==> src/rtl/ip_sequencer.sv <==
// Fetch/issue/advance controller that owns instr_pointer.adj.
// Optional fetch watchdog: define IP_SEQ_TIMEOUT_EN.
module ip_sequencer #(
    parameter int WORD_WIDTH    = 16,
    parameter int INSTR_SIZE    = 1,
    parameter int FETCH_TIMEOUT = 15
) (
    input  logic                  update_clk,
    input  logic                  reset_clk,
    input  logic [WORD_WIDTH-1:0] ip,
    output logic [WORD_WIDTH-1:0] ip_adj,
    output logic                  ip_step,
    input  logic                  halt,
    output logic                  fetch_req,
    output logic [WORD_WIDTH-1:0] fetch_addr,
    input  logic                  fetch_ack,
    input  logic [WORD_WIDTH-1:0] fetch_data,
    output logic [WORD_WIDTH-1:0] instr,
    output logic                  instr_valid,
    input  logic                  instr_ready,
    input  logic                  branch_valid,
    output logic                  branch_ready,
    input  logic [WORD_WIDTH-1:0] branch_offset,
    output logic                  fetch_err,
    output logic [1:0]            dbg_state
);

    if (FETCH_TIMEOUT < 1 || FETCH_TIMEOUT > 255) begin : g_bad_timeout
        $error("FETCH_TIMEOUT must be in 1..255");
    end

    typedef enum logic [1:0] {
        ST_IDLE    = 2'd0,
        ST_FETCH   = 2'd1,
        ST_ISSUE   = 2'd2,
        ST_ADVANCE = 2'd3
    } state_t;

    state_t                state_q, state_d;
    logic [WORD_WIDTH-1:0] instr_q, instr_d;
    logic                  branch_pending_q, branch_pending_d;
    logic [WORD_WIDTH-1:0] branch_offset_q, branch_offset_d;
    logic                  fetch_gap;
    logic                  ack_take;
    logic                  branch_take;

    // Handshakes: a transfer happens on a rising edge where valid and ready are
    // both high; a valid source holds its payload stable until that edge.
    assign ack_take    = (state_q == ST_FETCH) && fetch_ack && !fetch_gap;
    assign branch_take = branch_valid && !branch_pending_q;

`ifdef IP_SEQ_TIMEOUT_EN
    logic [7:0] wdog_q, wdog_d;
    logic       fetch_err_q, fetch_err_d;

    // At the limit the request drops for one cycle, then reissues from a clear count.
    assign fetch_gap = (state_q == ST_FETCH) && (wdog_q == 8'(FETCH_TIMEOUT));

    always_comb begin
        wdog_d      = 8'd0;
        fetch_err_d = fetch_err_q;
        if ((state_q == ST_FETCH) && !ack_take && !fetch_gap) begin
            wdog_d = wdog_q + 8'd1;
        end
        if (fetch_gap) begin
            fetch_err_d = 1'b1;
        end
    end

    always_ff @(posedge update_clk or posedge reset_clk) begin
        if (reset_clk) begin
            wdog_q      <= 8'd0;
            fetch_err_q <= 1'b0;
        end else begin
            wdog_q      <= wdog_d;
            fetch_err_q <= fetch_err_d;
        end
    end

    assign fetch_err = fetch_err_q;
`else
    assign fetch_gap = 1'b0;
    assign fetch_err = 1'b0;
`endif

    always_ff @(posedge update_clk or posedge reset_clk) begin
        if (reset_clk) begin
            state_q <= ST_IDLE;
        end else begin
            state_q <= state_d;
        end
    end

    always_comb begin
        state_d = state_q;
        case (state_q)
            ST_IDLE:    if (!halt) state_d = ST_FETCH;
            ST_FETCH:   if (ack_take) state_d = ST_ISSUE;
            ST_ISSUE:   if (instr_ready) state_d = ST_ADVANCE;
            ST_ADVANCE: state_d = halt ? ST_IDLE : ST_FETCH;
            default:    state_d = ST_IDLE;
        endcase
    end

    // A branch taken during ADVANCE sees pending_q low, so it survives to the next ADVANCE.
    always_comb begin
        instr_d          = ack_take ? fetch_data : instr_q;
        branch_offset_d  = branch_take ? branch_offset : branch_offset_q;
        branch_pending_d = branch_take || (branch_pending_q && (state_q != ST_ADVANCE));
    end

    always_ff @(posedge update_clk or posedge reset_clk) begin
        if (reset_clk) begin
            instr_q          <= '0;
            branch_offset_q  <= '0;
            branch_pending_q <= 1'b0;
        end else begin
            instr_q          <= instr_d;
            branch_offset_q  <= branch_offset_d;
            branch_pending_q <= branch_pending_d;
        end
    end

    always_comb begin
        fetch_req   = 1'b0;
        instr_valid = 1'b0;
        ip_step     = 1'b0;
        ip_adj      = '0;
        case (state_q)
            ST_FETCH: fetch_req = !fetch_gap;
            ST_ISSUE: instr_valid = 1'b1;
            ST_ADVANCE: begin
                ip_step = 1'b1;
                ip_adj  = branch_pending_q ? branch_offset_q : WORD_WIDTH'(INSTR_SIZE);
            end
            default: ;
        endcase
    end

    assign fetch_addr   = ip;
    assign instr        = instr_q;
    assign branch_ready = !branch_pending_q;
    assign dbg_state    = state_q;

endmodule

==> config.mk <==
export PLATFORM = sky130hd
export DESIGN_NAME = ip_sequencer
export DESIGN_NICKNAME = d
export VERILOG_FILES = /design/src/rtl/ip_sequencer.sv
export SDC_FILE = /design/constraint.sdc
export NUM_CORES = 1
export LEC_CHECK = 0
export ABC_AREA = 0
export CAP_MARGIN = 5
export CORE_UTILIZATION = 36
export CTS_CLUSTER_SIZE = 28
export DETAILED_ROUTE_END_ITERATION = 7
export PLACE_DENSITY = 0.77
export SLEW_MARGIN = 20
export SYNTH_ARGS = -nofsm -noshare
export SYNTH_HDL_FRONTEND = slang
export SYNTH_SLANG_ARGS = --single-unit
export TNS_END_PERCENT = 10
==> constraint.sdc <==
create_clock -name update_clk -period 1.8 [get_ports update_clk]
set_input_delay 0.36 -clock update_clk [delete_from_list [all_inputs] [get_ports update_clk]]
set_output_delay 0.36 -clock update_clk [all_outputs]
set_load 0.05 [all_outputs]
==> results of run 1 <==
[where the power goes]
part           switching [mW]  internal [mW]  leakage (nW)
Combinational            1.96           1.57         0.763
Sequential              0.277           1.20         0.409
Clock                   0.271          0.270        0.0412
Total                    2.51           3.05          1.21
[worst max-delay path, cell delays in order (launching register included)]
cell	delay (ns)
dfrtp_2	0.46
ha_4	0.24
and3_2	0.25
buf_12	0.15
[worst paths after layout]
| path | from | to | slack [ns] | cells after the start |
|---|---|---|---|---|
| hold / removal | reset_clk | instr[14] | 0.49 | 3 |
| setup / recovery | dbg_state[1] | ip_adj[8] | 0.06 | 3 |
| hold reg to reg | branch_offset_q[12] | branch_offset_q[12] | 0.50 | 1 |
| setup reg to reg | dbg_state[1] | instr[9] | 0.24 | 4 |
| max in group asynchronous | reset_clk | dbg_state[0] | 0.97 | 3 |
| min in group update_clk | branch_offset_q[12] | branch_offset_q[12] | 0.50 | 1 |
[synthesized netlist by cell type, drive strengths merged]
master / number / share of area
a211o: 1 / 0.0051
a2bb2oi: 1 / 0.0051
and3: 15 / 0.058
buf: 20 / 0.096
clkbuf: 2 / 0.0044
conb: 1 / 0.0022
dfrtp: 35 / 0.51
ha: 5 / 0.036
inv: 5 / 0.011
mux2: 33 / 0.24
nand2: 2 / 0.0058
nand2b: 2 / 0.0073
nand3: 1 / 0.0029
nor2b: 1 / 0.0051
o2111ai: 1 / 0.0051
o21a: 1 / 0.0044
o21bai: 1 / 0.0044
[routing by layer]
metal	up-vias	track usage	wire, um
met5	-	0	0
met4	0	0.0533	31
met3	4	0.0670	295
met2	65	0.278	1950
met1	589	0.175	1470
li1	543	-	-
[sequential cells by signal (all words and copies together), names as in the netlist]
name,count
branch_pending_q,1
dbg_state,2
branch_offset_q,16
instr,16
[per-stage QoR]
| stage | worst slack (ns) | hold WS (ns) |
|---|---|---|
| floorplan | -0.0758 | 0.471 |
| global placement | 0.197 | 0.480 |
| detailed placement | 0.153 | 0.488 |
| CTS | 0.0306 | 0.490 |
| global route | -0.00553 | 0.526 |
| finish | 0.0573 | 0.489 |
[what timing repair did]
item	4_1_cts	5_1_grt
buffers inserted	0	1
hold endpoints to repair	0	0
setup endpoints to repair	0	14
resized for setup	0	3
[cells by family after synthesis]
family,after synthesis,synth area share
buf+inv,27,0.111
simple gates,21,0.0795
flops,35,0.511
compound gates,5,0.0241
fa+ha+maj,5,0.0365
other cells,1,0.00219
mux,33,0.236
[layout make-up]
| cell class | instances | area [um^2] | share of cell area |
|---|---|---|---|
| flip-flops and latches | 35 | 880 | 0.329 |
| repair buffers | 80 | 931 | 0.348 |
| clock inverters | 2 | 12.5 | 0.00468 |
| well taps | 52 | 65.1 | 0.0244 |
| inverters | 5 | 18.8 | 0.00703 |
| multi-input cells | 65 | 692 | 0.259 |
| clock buffers | 6 | 72.6 | 0.0272 |
==> flow_metrics.py, run 1 <==
metrics = {
    "run": {
        "cap_violations": 0,
    },
    "place": {
        "portBuffers": 75,
        "place_congestion": 0.693,
        "place_inst": 236,
        "detailed_place.area_um2": 2570,
        "dp_hpwl_mm": 2.88,
    },
    "cells_and_area": {
        "fin_cells": 245,
        "final_common_cell": "clkdlybuf4s50_1",
        "area_growth_pct": 55.7,
        "layout_common_cells": "37 x clkdlybuf4s50_1, 32 x dfrtp_1, 24 x mux2_2, 24 x buf_4, 19 x buf_12",
        "final_nets": 251,
        "fin_util": 0.597,
        "diodes": 0,
        "fillers": 347,
        "final_cell_area_um2": 2670,
        "drive_gt1_frac": 0.544,
    },
    "floorplan": {
        "initial_core_util": 0.383,
        "fp.dieW_um": 71.0,
        "num_rows": 24,
        "core_region_area_um2": 4470,
        "io_pins": 109,
        "die-area_um2": 5050,
        "die_h_um": 71.0,
    },
    "timing": {
        "slew_violations": 0,
        "fmax_ghz": 0.574,
        "setup_tns_ns": 0,
        "grt_setup_unrepaired": "yes",
        "setup_violations": 0,
        "hold_viol": 0,
        "layout_min_cycle_time_ns": 1.74,
        "period_share": 0.968,
        "fin_worst_skew_ns": 0.00659,
    },
    "clock_network": {
        "clockBufferDepth": 2,
        "cts_sinks": 35,
        "clk_latency_ns": 0.28,
        "cts_made_buffers": 5,
        "cts_hold_repair.buffers": 0,
        "cts_tree": "done",
        "htree_levels": 2,
        "clk_pin_slew_ns": 0.07,
        "cts-root-buf": "clkbuf_8",
    },
    "route": {
        "route.detailed.drc": 7,
        "drt-total-wl_mm": 3.75,
        "ant_nets": 0,
        "vias_per_cell": 4.90,
        "vias": 1201,
        "detail_route.iter0.violations": 45,
        "wl_per_cell_um": 15.3,
        "drtPass1Iterations": 7,
    },
    "critical_path": {
        "cp-start-kind": "flop",
        "cp_max_fo": 18,
        "cp.arrival_ns": 1.38,
        "path_class": "reg2out",
        "critPathCaptureType": "output port",
        "cp_data_required_time_ns": 1.44,
    },
    "yosys": {
        "syn_area_per_cell_um2": 13.5,
        "seq_area_frac_synth": 0.511,
        "synth_cell_types": 23,
        "synth_fp_nets": 186,
        "synth_warnings": 0,
        "syn_area_um2": 1720,
        "synth-seq-cells": 35,
        "postSynthCellCount": 127,
    },
    "global_route": {
        "overflow": 0,
        "grt_pass1_wl_mm": 6.18,
        "globalRouteTotalUtil": 0.159,
        "first_global_vias": 1341,
        "grt_antenna_before_repair": 0,
        "grt_max_degree": 36,
    },
    "pwr": {
        "power_mw": 5.56,
        "power_leakage_nw": 1.21,
        "power_density_nw_per_um2": 2080,
        "peakVddDrop_v": 0.00119,
    },
    "outcome": {
        "status": "finished, violations left",
        "violations": "DRC",
    },
    "hold_path": {
        "min_path_type": "in2async",
    },
}
Note: power is estimated with default switching activity, not from simulation.
==> run 2: changes to the inputs <==
--- a/config.mk
+++ b/config.mk
@@ -7,10 +7,11 @@
 export LEC_CHECK = 0
 export ABC_AREA = 0
 export CAP_MARGIN = 5
-export CORE_UTILIZATION = 36
+export CORE_ASPECT_RATIO = 1.1
+export CORE_UTILIZATION = 39
 export CTS_CLUSTER_SIZE = 28
 export DETAILED_ROUTE_END_ITERATION = 7
-export PLACE_DENSITY = 0.77
+export PLACE_DENSITY = 0.83
 export SLEW_MARGIN = 20
 export SYNTH_ARGS = -nofsm -noshare
 export SYNTH_HDL_FRONTEND = slang
==> constraint.sdc (replaced) <==
create_clock -name update_clk -period 2.1 [get_ports update_clk]
set_input_delay 0.42 -clock update_clk [delete_from_list [all_inputs] [get_ports update_clk]]
set_output_delay 0.42 -clock update_clk [all_outputs]
set_load 0.05 [all_outputs]
==> run 2 against run 1 <==
The flow now finishes without violations; sequential share of layout area is 0.23 points higher; clock-buffer cell count grew 2; global-route usage increased by 1.7 points; die area is 7.5% lower; first-iteration DRC count up 4.4%; routed wire length up 0.48%; critical endpoint is now dbg_state[1]; hold slack got worse by 0.027 ns; sequential power fell by 14%; core utilization increased by 5.2 points.
==> flow_metrics.py, run 2 (synthesized netlist as in run 1, its figures left out) <==
metrics = {
    "critical_path": {
        "cp_max_fo": 6,
        "crit_path_max_incr_delay_ns": 0.82,
        "cpMaxStageDelayCell": "clkdlybuf4s50_1",
        "cp_data_required_time_ns": 1.68,
        "cp.arrival_ns": 1.54,
        "worst-path-buf-inv": 1,
        "critPathCaptureType": "output port",
        "path_cells": "clkdlybuf4s50_1",
        "cp_top_family": "buffers and inverters",
        "cp-start-kind": "flop",
        "path_class": "reg2out",
    },
    "timing": {
        "hold_viol": 0,
        "slew_violations": 0,
        "fin_worst_skew_ns": 0.00323,
        "period_share": 0.934,
        "grt_setup_unrepaired": "no",
        "setup_violations": 0,
        "layout_min_cycle_time_ns": 1.96,
        "setup_tns_ns": 0,
        "tightest_slew_ns": 0.528,
        "relSlewSlack": 0.647,
        "fmax_ghz": 0.510,
    },
    "cells_and_area": {
        "final_nets": 249,
        "area_growth_pct": 54.4,
        "final_common_cell": "clkdlybuf4s50_1",
        "fin_util": 0.649,
        "diodes": 0,
        "drive_gt1_frac": 0.387,
        "fin_cells": 243,
        "fillers": 301,
        "layout_common_cells": "55 x clkdlybuf4s50_1, 33 x dfrtp_1, 24 x mux2_2",
    },
    "floorplan": {
        "die-area_um2": 4670,
        "io_pins": 109,
        "initial_core_util": 0.420,
        "num_rows": 24,
        "fp.dieW_um": 65.2,
        "die_h_um": 71.6,
        "core_region_area_um2": 4080,
    },
    "global_route": {
        "grt_max_degree": 20,
        "first_global_vias": 1263,
        "grt_antenna_before_repair": 0,
        "overflow": 0,
        "globalRouteTotalUtil": 0.176,
        "grt_pass1_wl_mm": 6.22,
    },
    "route": {
        "drt-total-wl_mm": 3.77,
        "vias_per_cell": 4.79,
        "drtPass1Iterations": 4,
        "detail_route.iter0.violations": 47,
        "route.detailed.drc": 0,
        "vias": 1165,
        "wl_per_cell_um": 15.5,
        "ant_nets": 0,
    },
    "clock_network": {
        "clk_pin_slew_ns": 0.07,
        "cts_setup_buffers": 0,
        "cts_made_buffers": 5,
        "cts-root-buf": "clkbuf_8",
        "cts_sinks": 35,
        "clockBufferDepth": 2,
        "cts_tree": "done",
        "cts_hold_repair.buffers": 0,
        "clk_latency_ns": 0.28,
        "htree_levels": 2,
        "post_cts_resized": 0,
    },
    "place": {
        "dp_hpwl_mm": 2.89,
        "place_congestion": 0.783,
        "portBuffers": 75,
        "place_inst": 235,
    },
    "pwr": {
        "power_frac_clock": 0.112,
        "power_leakage_nw": 1.19,
        "power_density_nw_per_um2": 1780,
        "peakVddDrop_v": 0.00104,
        "p_switching_mw": 2.12,
        "seqPwrFrac": 0.268,
        "internal_power_mw": 2.60,
        "comb_power_share": 0.620,
        "power_mw": 4.72,
        "swShare": 0.448,
    },
    "hold_path": {
        "min_path_type": "in2async",
    },
    "run": {
        "cap_violations": 0,
    },
    "outcome": {
        "status": "finished, final reports clean",
    },
}
run 2: final cells by class:
| cell class | instances | area (um^2) | share of cell area |
|---|---|---|---|
| timing repair buffer | 78 | 923 | 0.349 |
| sequential | 35 | 878 | 0.332 |
| multi-input combinational | 65 | 663 | 0.250 |
| clock buffer | 8 | 100 | 0.0378 |
| tap | 52 | 65.1 | 0.0246 |
| inverter | 5 | 18.8 | 0.00709 |
run 2: final timing paths:
path / from / to / slack (ns) / cells past startpoint
min in group update_clk: branch_offset_q[8] / branch_offset_q[8] / 0.50 / 1
max reg2reg: dbg_state[1] / instr[5] / 0.54 / 4
min: reset_clk / branch_offset_q[11] / 0.46 / 3
max in group asynchronous: reset_clk / dbg_state[0] / 1.43 / 3
max: dbg_state[1] / dbg_state[1] / 0.14 / 1
min reg2reg: branch_offset_q[8] / branch_offset_q[8] / 0.50 / 1
run 2: layer usage:
metal / routed length, um / GRT usage / up-vias / part of all wire
li1: - / - / 540 / -
met1: 1520 / 0.216 / 562 / 0.40
met2: 1870 / 0.282 / 51 / 0.50
met3: 293 / 0.0637 / 12 / 0.078
met4: 85 / 0.0700 / 0 / 0.023
met5: 0 / 0 / - / 0
run 2: per-stage QoR:
| stage | hold slack [ns] | worst slack, ns | instance area (um^2) |
|---|---|---|---|
| 3_5_place_dp | 0.489 | 0.321 | 2550 |
| 2_1_floorplan | 0.472 | 0.0865 | 1730 |
| 5_1_grt | 0.505 | 0.0947 | 2650 |
| 3_3_place_gp | 0.483 | 0.365 | 2550 |
| 6_report | 0.462 | 0.138 | 2650 |
| 4_1_cts | 0.465 | 0.131 | 2650 |
run 2: power by group through the flow:
stage	sequential, mW	combinational [mW]	clock, mW
after floorplan	1.83	1.40	0
after global placement	1.25	2.89	0
after detailed placement	1.27	2.94	0
after CTS	1.27	2.95	0.545
after global routing	1.31	3.06	0.570
final	1.27	2.92	0.529
==> run 3: changes to the inputs <==
--- a/config.mk
+++ b/config.mk
@@ -11,7 +11,8 @@
 export CORE_UTILIZATION = 39
 export CTS_CLUSTER_SIZE = 28
 export DETAILED_ROUTE_END_ITERATION = 7
-export PLACE_DENSITY = 0.83
+export GPL_TIMING_DRIVEN = 0
+export PLACE_DENSITY_LB_ADDON = 0.15
 export SLEW_MARGIN = 20
 export SYNTH_ARGS = -nofsm -noshare
 export SYNTH_HDL_FRONTEND = slang
==> run 3 against run 2 <==
Worst setup slack worse by 0.13 ns; first-iteration DRC count is 30% higher; critical path type unchanged; critical endpoint is now ip_adj[14]; routed wire length is 6.5% higher; highest routed layer unchanged; largest power group unchanged; sequential power hardly changed; largest cell class unchanged; die area stayed put; via count is 9.5% higher.
==> flow_metrics.py, run 3 (synthesized netlist as in run 1, its figures left out) <==
metrics = {
    "timing": {
        "layout_min_cycle_time_ns": 2.09,
        "fin_worst_skew_ns": 0.00555,
        "relSlewSlack": 0.522,
        "tightest_slew_ns": 0.716,
        "period_share": 0.997,
        "worst_hold_slack_ns": 0.505,
        "slew_violations": 0,
        "worst_slack_ns": 0.00558,
        "hold_viol": 0,
        "setup_violations": 0,
        "grt_setup_unrepaired": "yes",
        "fmax_ghz": 0.477,
    },
    "clock_network": {
        "cts_tree": "done",
        "clk_latency_ns": 0.28,
        "clockBufferDepth": 2,
        "cts_made_buffers": 5,
        "clk_pin_slew_ns": 0.07,
        "htree_levels": 2,
        "cts-root-buf": "clkbuf_8",
        "cts_hold_repair.buffers": 0,
        "cts_sinks": 35,
    },
    "global_route": {
        "first_global_vias": 1405,
        "grt_pass1_wl_mm": 6.42,
        "overflow": 0,
        "globalRouteTotalUtil": 0.186,
        "grt_antenna_before_repair": 0,
        "grt_max_degree": 36,
    },
    "route": {
        "wl_per_cell_um": 14.4,
        "ant_nets": 0,
        "vias_per_cell": 4.59,
        "vias": 1276,
        "detail_route.iter0.violations": 61,
        "drt-total-wl_mm": 4.02,
        "drtPass1Iterations": 4,
        "route.detailed.drc": 0,
    },
    "cells_and_area": {
        "drive_gt1_frac": 0.376,
        "area_growth_pct": 60.2,
        "seqCellArea_um2": 878,
        "fillers": 327,
        "fin_cells": 278,
        "diodes": 0,
        "multiInputGateArea_um2": 663,
        "final_cell_area_um2": 2750,
        "layout_common_cells": "71 x clkdlybuf4s50_1, 33 x dfrtp_1, 24 x mux2_2",
        "fin_util": 0.673,
        "final_nets": 284,
        "final_common_cell": "clkdlybuf4s50_1",
    },
    "floorplan": {
        "die_h_um": 71.6,
        "initial_core_util": 0.420,
        "io_pins": 109,
        "num_rows": 24,
        "die-area_um2": 4670,
        "core_region_area_um2": 4080,
        "fp.dieW_um": 65.2,
    },
    "pwr": {
        "power_density_nw_per_um2": 1630,
        "peakVddDrop_v": 0.00112,
        "power_leakage_nw": 1.28,
    },
    "critical_path": {
        "cp.arrival_ns": 1.67,
        "crit_path_max_incr_delay_ns": 0.46,
        "cp-start-kind": "flop",
        "cp_max_fo": 10,
        "critPathCaptureType": "output port",
        "cpMaxStageDelayCell": "dfrtp_2",
        "path_class": "reg2out",
        "cp_data_required_time_ns": 1.68,
        "path_cells": "ha_4 > clkbuf_2 > and3_1 > clkdlybuf4s18_2",
    },
    "place": {
        "place_ws_ns": -0.280,
        "dp_hpwl_mm": 3.14,
        "portBuffers": 91,
        "detailed_place.area_um2": 2710,
        "place_congestion": 0.737,
        "place_inst": 270,
    },
    "hold_path": {
        "min_path_type": "reg2reg",
    },
    "run": {
        "cap_violations": 0,
    },
    "outcome": {
        "status": "finished, final reports clean",
    },
}
-- run 3: cell count changes in the layout (fill, tap and decap cells not counted), sizes merged --
cell / previous run / this run
clkbuf: 8 / 9
buf: 23 / 28
clkinv: 0 / 1
dlygate4sd2: 0 / 3
clkinvlp: 0 / 1
clkdlybuf4s18: 0 / 1
clkdlybuf4s15: 0 / 7
clkdlybuf4s50: 55 / 71
-- run 3: path summary, 6_finish.rpt --
path	from	to	slack [ns]	cells after the start
max in group asynchronous	reset_clk	dbg_state[0]	1.02	2
max reg2reg	dbg_state[1]	instr[2]	0.41	5
min	instr[7]	instr[7]	0.50	1
min reg2reg	instr[7]	instr[7]	0.50	1
max	dbg_state[1]	ip_adj[14]	0.006	4
min in group asynchronous	reset_clk	instr[3]	0.58	2
-- run 3: metrics by stage --
step	setup TNS (ns)	power, mW
after floorplan	0	3.23
after global routing	-0.211	4.70
after detailed placement	-2.38	4.14
final	0	4.48
after CTS	0	4.55
after global placement	-2.07	4.04
-- run 3: layout make-up --
cell class / instances / area share
Multi-Input combinational cell: 65 / 0.241
Clock buffer: 6 / 0.0264
Inverter: 5 / 0.00683
Clock inverter: 2 / 0.00455
Buffer: 22 / 0.0628
Timing Repair Buffer: 91 / 0.315
Sequential cell: 35 / 0.320
Tap cell: 52 / 0.0237
-- run 3: routing by layer --
| layer | vias up | part of all wire | wire length (um) | global-route usage |
|---|---|---|---|---|
| li1 | 607 | - | - | - |
| met1 | 595 | 0.36 | 1460 | 0.192 |
| met2 | 66 | 0.53 | 2110 | 0.329 |
| met3 | 8 | 0.091 | 364 | 0.0653 |
| met4 | 0 | 0.021 | 85 | 0.0918 |
| met5 | - | 0 | 0 | 0 |
-- run 3: where the power goes --
part / switching, mW / total [mW] / internal, mW
Combinational: 1.70 / 2.78 / 1.08
Sequential: 0.215 / 1.24 / 1.03
Clock: 0.228 / 0.460 / 0.231
-- run 3: worst max-delay path: cells and delay by family, from the launching register on --
family | cells | cell delay [ns]
fa+ha+maj | 1 | 0.21
buf+inv | 2 | 0.52
flops | 1 | 0.46
simple gates | 1 | 0.20
-- run 3: repair_timing --
item / 4_1_cts / 5_1_grt
setup endpoints to repair: 20 / 13
setup buffers: 0 / 0
gates cloned: 0 / 0
resized for setup: 53 / 14
